### src/rtl/button_port.sv
// Two-button input port: synchronize, debounce, count presses on button 0,
// and expose STATUS/COUNT registers with an optional press interrupt.
module button_port #(
  parameter logic [31:0] BASE_ADDR       = 32'h8000_0010,
  parameter logic [15:0] DEBOUNCE_CYCLES = 16'd50000
) (
  input  logic        clk,
  input  logic        rst,
  input  logic        write,
  input  logic        read,
  input  logic [31:0] address,
  input  logic [31:0] din,
  output logic [31:0] dout,
  input  logic [1:0]  button,
  output logic        irq
);

  localparam logic [15:0] LAST     = DEBOUNCE_CYCLES - 16'd1;
  localparam logic [31:0] CNT_ADDR = BASE_ADDR + 32'd4;

  logic [1:0]       sync1;
  logic [1:0]       sync2;
  logic [1:0]       level;
  logic [1:0]       press;
  logic [1:0]       accept;
  logic [1:0]       rise;
  logic [1:0][15:0] cnt;
  logic [7:0]       press_count;
  logic             ie;
  logic             sel_stat;
  logic             sel_cnt;
  logic             wr_stat;
  logic             wr_cnt;
  logic             inc;
  logic [31:0]      rd_data;
  logic             unused_din;

  assign unused_din = ^{din[31:5], din[1:0]};

  assign sel_stat = (address == BASE_ADDR);
  assign sel_cnt  = (address == CNT_ADDR);
  assign wr_stat  = write & sel_stat;
  assign wr_cnt   = write & sel_cnt;

  // A change is accepted on the cycle the mismatch has lasted DEBOUNCE_CYCLES
  always_comb begin
    accept = '0;
    rise   = '0;
    for (int i = 0; i < 2; i++) begin
      accept[i] = (sync2[i] != level[i]) && (cnt[i] == LAST);
      rise[i]   = accept[i] & sync2[i];
    end
  end

  assign inc = rise[0];

  always_comb begin
    rd_data = '0;
    unique case (1'b1)
      sel_stat: rd_data = {27'd0, ie, press, level};
      sel_cnt:  rd_data = {24'd0, press_count};
      default:  rd_data = '0;
    endcase
  end

  always_ff @(posedge clk) begin
    if (!rst) begin
      sync1       <= '0;
      sync2       <= '0;
      level       <= '0;
      cnt         <= '0;
      press       <= '0;
      press_count <= '0;
      ie          <= 1'b0;
      irq         <= 1'b0;
      dout        <= '0;
    end else begin
      sync1 <= button;
      sync2 <= sync1;
      for (int i = 0; i < 2; i++) begin
        if ((sync2[i] == level[i]) || accept[i])
          cnt[i] <= '0;
        else
          cnt[i] <= cnt[i] + 16'd1;
      end
      level <= level ^ accept;
      // A new press outranks a same-cycle clear
      press <= (press & ~({2{wr_stat}} & din[3:2])) | rise;
      if (wr_stat)
        ie <= din[4];
      if (wr_cnt)
        press_count <= {7'd0, inc};
      else if (inc)
        press_count <= press_count + 8'd1;
      irq  <= ie & (|press);
      dout <= read ? rd_data : 32'd0;
    end
  end

endmodule

### config.mk
export PLATFORM = sky130hd
export DESIGN_NAME = button_port
export DESIGN_NICKNAME = d
export VERILOG_FILES = /design/src/rtl/button_port.sv
export SDC_FILE = /design/constraint.sdc
export NUM_CORES = 1
export LEC_CHECK = 0
export ABC_AREA = 1
export BUFFER_PORTS_ARGS = -buffer_cell sky130_fd_sc_hd__buf_2
export CORE_ASPECT_RATIO = 0.7
export CORE_UTILIZATION = 30
export CTS_BUF_LIST = sky130_fd_sc_hd__clkbuf_16
export CTS_CLUSTER_DIAMETER = 100
export DETAILED_ROUTE_END_ITERATION = 10
export HOLD_SLACK_MARGIN = 0.05
export PLACE_DENSITY = 0.48
export SYNTH_ARGS = -nofsm -noshare
export SYNTH_HDL_FRONTEND = slang
export SYNTH_SLANG_ARGS = --single-unit
### constraint.sdc
create_clock -name clk -period 1.76 [get_ports clk]
set_input_delay 0.528 -clock clk [delete_from_list [all_inputs] [get_ports clk]]
set_output_delay 0.528 -clock clk [all_outputs]
set_load 0.05 [all_outputs]
==> run summary, run 1 <==
Worst Clk Skew: 0.004243 ns
Initial DRC Count: 76
Post_cts resized: 0
Largest net degree at the start of global routing: 16
Core Util, Final: 36.80%
Max cap viols: 0
Initial Util: 31.07%
Leakage Power: 1.491 nW
Most common flop cell mapped by yosys: dfxtp_1
Routed Antenna Nets: 0
Via count: 2589
Fin crit share: 90.62%
Worst setup path category: reg -> reg
Post-synthesis mux area share: 0%
I/O Buffers: 49
Critical Path AT: 1.80 ns
Maximum vdd drop: 391.1 uV
GRT Overall Usage: 12.98%
CTS clk-pin slew, worst paths: 0.05 ns
Post-DP Area: 3327 sq um
Die Footprint: 10480 sq um
RePlAce Congestion: 0.7282
Post-synthesis xor/xnor area fraction: 2.320%
Cells after Synth: 420
Dpl ws: -0.02112 ns
Post-Synth Simple-Gate Area: 34.76%
Worst-skew pair later-pin latency: 0.32 ns
Main combinational cell family by area after synthesis: simple AND/OR/NAND/NOR gates
CP max FO: 6
Final Net Count: 552
TritonCTS Buffers: 9
Seq/Total Area, Yosys: 38.44%
Core outline area: 9722 sq um
Post-Place Cells: 596
Share of layout cells above drive strength 1: 20.08%
P&R area growth vs syn: 18.43%
Vias in the first global route: 2343
Clk buf depth: 2
Outcome: finished, final reports clean
Synthesized flop and latch total: 58
Chip width: 121.9 microns
Synth Warn #: 0
Initial antenna violation count: 0
Worst Hold Class: in -> reg
Synthesized area: 3020 sq um
Async set or reset register ratio after synthesis: 0%
Setup violators final: 0
CTS tree: done
RSZ-0062 raised after global routing: no
Drt wl/cell: 10.39 microns
Fin cells: 611
Drt total wl: 6346 microns
Hold slack: 0.3978 ns
Fmax: 0.6270 GHz
Post-synth cell types: 35
GRT overflow: 0
First-pass GRT wire length: 10460 microns
Drt pass-1 iters: 4
Fill count: 1055
Chip Height: 85.95 microns
Finished Cell Area: 3577 sq um
DP Wirelength: 4762 microns
Post-Syn Area per Cell: 7.191 sq um
Setup_tns: 0 ns
Post-CTS setup buffer count: 0
Commonest non-fill, non-tap cell in the layout: nand2_1
Synth area leaders: dfxtp_1 (38%), nand2_1 (11%), nor2_1 (6.5%), buf_4 (6.0%), inv_1 (5.8%)
Final Hold Fails: 0
Row cnt: 30
Hold buffers post-CTS: 0
Final slew viol count: 0
Final routed DRC violation total: 0
DR vias/cell: 4.237
EDFF count, synth: 0
CP endpoint kind: flip-flop
Startpoint types: flip-flop
Clk root buf: clkbuf_16
Post-Synth Adder-Cell Area: 1.243%
Worst endpoint required time: 1.96 ns
Total power: 3.030 mW
Cell taking the most area after synthesis: dfxtp_1
Compound-Gate Fraction of Synth Area: 9.362%
Final worst path period need: 1.595 ns
Most frequent cells in the layout: nand2_1 (92), dfxtp_1 (58), nor2_1 (52), buf_2 (49), inv_1 (47)
Io pins: 103
Synth top area share: 38.44%
Antenna Cells: 0
Worst setup margin: 0.1650 ns
PwrDens: 846.9 nW/um^2
Clk sinks: 58
H-tree depth: 3
-- cell usage after synthesis (2+ instances only) --
library cell / n
nand2_4: 3
o21ai_1: 5
nand3_2: 4
xor2_1: 7
nand3_1: 23
nor2_8: 2
inv_2: 4
inv_1: 47
a21oi_1: 29
nor2_4: 4
inv_4: 2
a21oi_2: 5
ha_1: 3
o21a_1: 3
nor2_1: 52
nor3b_1: 2
nand2_1: 92
nor2_2: 6
o21ai_0: 6
buf_6: 2
nand4_1: 14
buf_4: 24
dfxtp_1: 58
nor3_1: 12
-- worst paths after layout --
check | from | end | slack (ns) | cells after the start
worst min register to register | sync1[0]$_SDFF_PN0_ | sync2[0]$_SDFF_PN0_ | 0.40 | 2
worst max register to register | cnt[0]$_SDFF_PP0_ | press_count[2]$_SDFFE_PP0P_ | 0.17 | 8
worst max-delay path | cnt[0]$_SDFF_PP0_ | press_count[2]$_SDFFE_PP0P_ | 0.17 | 8
worst min-delay path | button[0] | sync1[0]$_SDFF_PN0_ | 0.40 | 3
-- power by group --
group	switching (mW)	total (mW)	internal (mW)
Combinational	0.167	0.216	0.0486
Clock	0.572	1.49	0.916
Sequential	0.00469	1.33	1.32
Total	0.744	3.03	2.29
-- area by class of cell --
cell class	instances	area [sq um]	area share (%)
multi-input combinational	304	1530	42.78
sequential	58	1161	32.46
timing repair buffer	52	267.8	7.485
clock buffer	9	225.2	6.296
inverter	54	207.7	5.806
tap	128	160.2	4.477
clock inverter	6	25.02	0.6995
-- cell families after synthesis --
| group | count (synthesis) |
|---|---|
| simple gates | 219 |
| buf+inv | 81 |
| flops | 58 |
| compound gates | 50 |
| xor+xnor | 8 |
| fa+ha+maj | 3 |
| other cells | 1 |
-- state kept, by name (all words and copies together), names as in the netlist, named ones only --
name         count
sync2            2
press            2
irq              1
dout             8
press_count      8
ie               1
cnt             32
sync1            2
-- critical path, stage by stage (launching register included) --
cell     delay, ns
dfxtp_1       0.37
ha_1          0.20
nand2_2       0.10
nor2_8        0.14
nand4_1       0.14
nor2_4        0.19
nand3_2       0.17
nand2_1       0.10
a21oi_1       0.06
-- routing by layer --
layer  part of all wire (%)  up-vias  global-route usage (%)
met5                      0        -                       0
met4                    1.6        0                   5.724
met3                    5.9       10                   4.322
met2                     41       69                   19.31
met1                     52     1092                   16.96
li1                       -     1418                       -
No activity file was read; power rests on OpenSTA's default activity.
==> run 2: changes to the inputs <==
CORE_MARGIN = 2   (was unset)
==> run summary, run 2 (synthesis results as in run 1) <==
Most flop-heavy register: cnt (unchanged)
Initial antenna violation count: 0 (unchanged)
Setup violators final: 0 (unchanged)
Chip Height: 87.95 microns (was 85.95 microns)
Chip width: 123.9 microns (was 121.9 microns)
Worst setup path category: reg -> reg (unchanged)
Startpoint types: flip-flop (unchanged)
Final Hold Fails: 0 (unchanged)
Post-DP Area: 3319 sq um (was 3327 sq um)
Io pins: 103 (unchanged)
GRT overflow: 0 (unchanged)
Core Util, Final: 36.91% (was 36.80%)
TritonCTS Buffers: 9 (unchanged)
Die Footprint: 10900 sq um (was 10480 sq um)
First-pass GRT wire length: 10380 microns (was 10460 microns)
Routed Antenna Nets: 0 (unchanged)
CP endpoint kind: flip-flop (unchanged)
Clk sinks: 58 (unchanged)
RSZ-0062 raised after global routing: no (unchanged)
CTS tree: done (unchanged)
Worst-skew pair later-pin latency: 0.33 ns (was 0.32 ns)
Finished Cell Area: 3602 sq um (was 3577 sq um)
Top flop regs: cnt x32, dout x8, press_count x8 (unchanged)
Worst Clk Skew: 0.007727 ns (was 0.004243 ns)
I/O Buffers: 49 (unchanged)
Antenna Cells: 0 (unchanged)
Final routed DRC violation total: 0 (unchanged)
Row cnt: 30 (unchanged)
CP max FO: 9 (was 6)
Commonest non-fill, non-tap cell in the layout: nand2_1 (unchanged)
Setup_tns: 0 ns (unchanged)
DP Wirelength: 4793 microns (was 4762 microns)
Leakage Power: 1.505 nW (was 1.491 nW)
Clk buf depth: 2 (unchanged)
Dpl ws: 0.01389 ns (was -0.02112 ns)
Final worst path period need: 1.560 ns (was 1.595 ns)
Final slew viol count: 0 (unchanged)
Initial DRC Count: 82 (was 76)
Initial Util: 30.95% (was 31.07%)
Share of layout cells above drive strength 1: 20.04% (was 20.08%)
Vias in the first global route: 2324 (was 2343)
CTS clk-pin slew, worst paths: 0.05 ns (about the same)
Fmax: 0.6412 GHz (was 0.6270 GHz)
PwrDens: 841.3 nW/um^2 (was 846.9 nW/um^2)
Drt wl/cell: 10.42 microns (was 10.39 microns)
Drt total wl: 6374 microns (was 6346 microns)
Number of flip-flops in the largest register: 32 (unchanged)
Largest net degree at the start of global routing: 16 (unchanged)
Max cap viols: 0 (unchanged)
GRT Overall Usage: 12.45% (was 12.98%)
Worst setup margin: 0.2004 ns (was 0.1650 ns)
Via count: 2641 (was 2589)
P&R area growth vs syn: 19.26% (was 18.43%)
R2R depth: 10 (was 8)
Most frequent cells in the layout: nand2_1 (92), dfxtp_1 (58), nor2_1 (52), inv_1 (49), buf_2 (49) (was nand2_1 (92), dfxtp_1 (58), nor2_1 (52), buf_2 (49), inv_1 (47))
Worst endpoint required time: 1.97 ns (was 1.96 ns)
H-tree depth: 3 (unchanged)
Core outline area: 9759 sq um (was 9722 sq um)
Hold depth: 2 (was 3)
DR vias/cell: 4.315 (was 4.237)
Worst-Margin Slew: 0.5568 ns
Drt pass-1 iters: 5 (was 4)
Fin crit share: 88.62% (was 90.62%)
Total power: 3.031 mW (was 3.030 mW)
Clk root buf: clkbuf_16 (unchanged)
Outcome: finished, final reports clean (unchanged)
Headroom to the max-slew limit: 62.75%
Maximum vdd drop: 396.4 uV (was 391.1 uV)
RePlAce Congestion: 0.8065 (was 0.7282)
Critical Path AT: 1.77 ns (was 1.80 ns)
Worst Hold Class: reg -> reg (was in -> reg)
Final Net Count: 552 (unchanged)
==> run 2: cell types whose count changed in the layout (fill, tap and decap cells not counted) <==
cell	before	now
nand3_2	4	3
nor2_4	4	6
clkinv_1	5	4
nand3_4	0	1
buf_4	3	2
inv_1	47	49
nor2_2	6	4
nand2_4	3	4
==> run 2: final cells by class <==
type | instances | area [sq um]
clock buffers | 9 | 225.2
clock inverters | 7 | 28.78
fillers | 1053 | 6157
inverters | 54 | 207.7
multi-input cells | 305 | 1559
flip-flops and latches | 58 | 1161
well taps | 128 | 160.2
repair buffers | 51 | 260.3
==> run 2: worst paths after layout <==
check / slack, ns / startpoint / end
worst max-delay path: 0.20 / cnt[0]$_SDFF_PP0_ / cnt[6]$_SDFF_PP0_
worst max register to register: 0.20 / cnt[0]$_SDFF_PP0_ / cnt[6]$_SDFF_PP0_
worst min register to register: 0.41 / sync1[0]$_SDFF_PN0_ / sync2[0]$_SDFF_PN0_
worst min-delay path: 0.41 / sync1[0]$_SDFF_PN0_ / sync2[0]$_SDFF_PN0_
==> run 2: layer usage <==
metal	GRT usage (%)	vias to the layer above	wire (microns)
met4	5.516	0	108
li1	-	1417	-
met5	0	-	0
met1	16.10	1130	3158
met3	4.688	10	484
met2	18.53	84	2622
==> run 2: worst max-delay path: stages (launching register included) <==
cell     delay, ns
dfxtp_1       0.37
ha_1          0.19
nand2_2       0.10
nor2_8        0.13
inv_4         0.06
nor2_4        0.12
nand2_4       0.10
nand2_4       0.13
inv_4         0.08
o21ai_2       0.09
a21oi_2       0.07
==> run 2: per-stage QoR <==
stage | hold WS [ns] | std cells
6_report | 0.4079 | 612
4_1_cts | 0.3961 | 611
5_1_grt | 0.4327 | 612
3_5_place_dp | 0.4017 | 595
2_1_floorplan | 0.3905 | 443
3_3_place_gp | 0.3993 | 595
==> run 2: power breakdown <==
part	switching, mW	total [mW]	internal, mW	leakage, nW
Sequential	0.00499	1.33	1.32	0.468
Clock	0.569	1.49	0.917	0.134
Combinational	0.169	0.218	0.0490	0.903
==> run 2: what timing repair did <==
item | 4_1_cts | 5_1_grt
gates resized for setup | 0 | 4
hold buffers | 0 | 0
endpoints found under the setup margin | 0 | 16
buffers inserted | 0 | 0
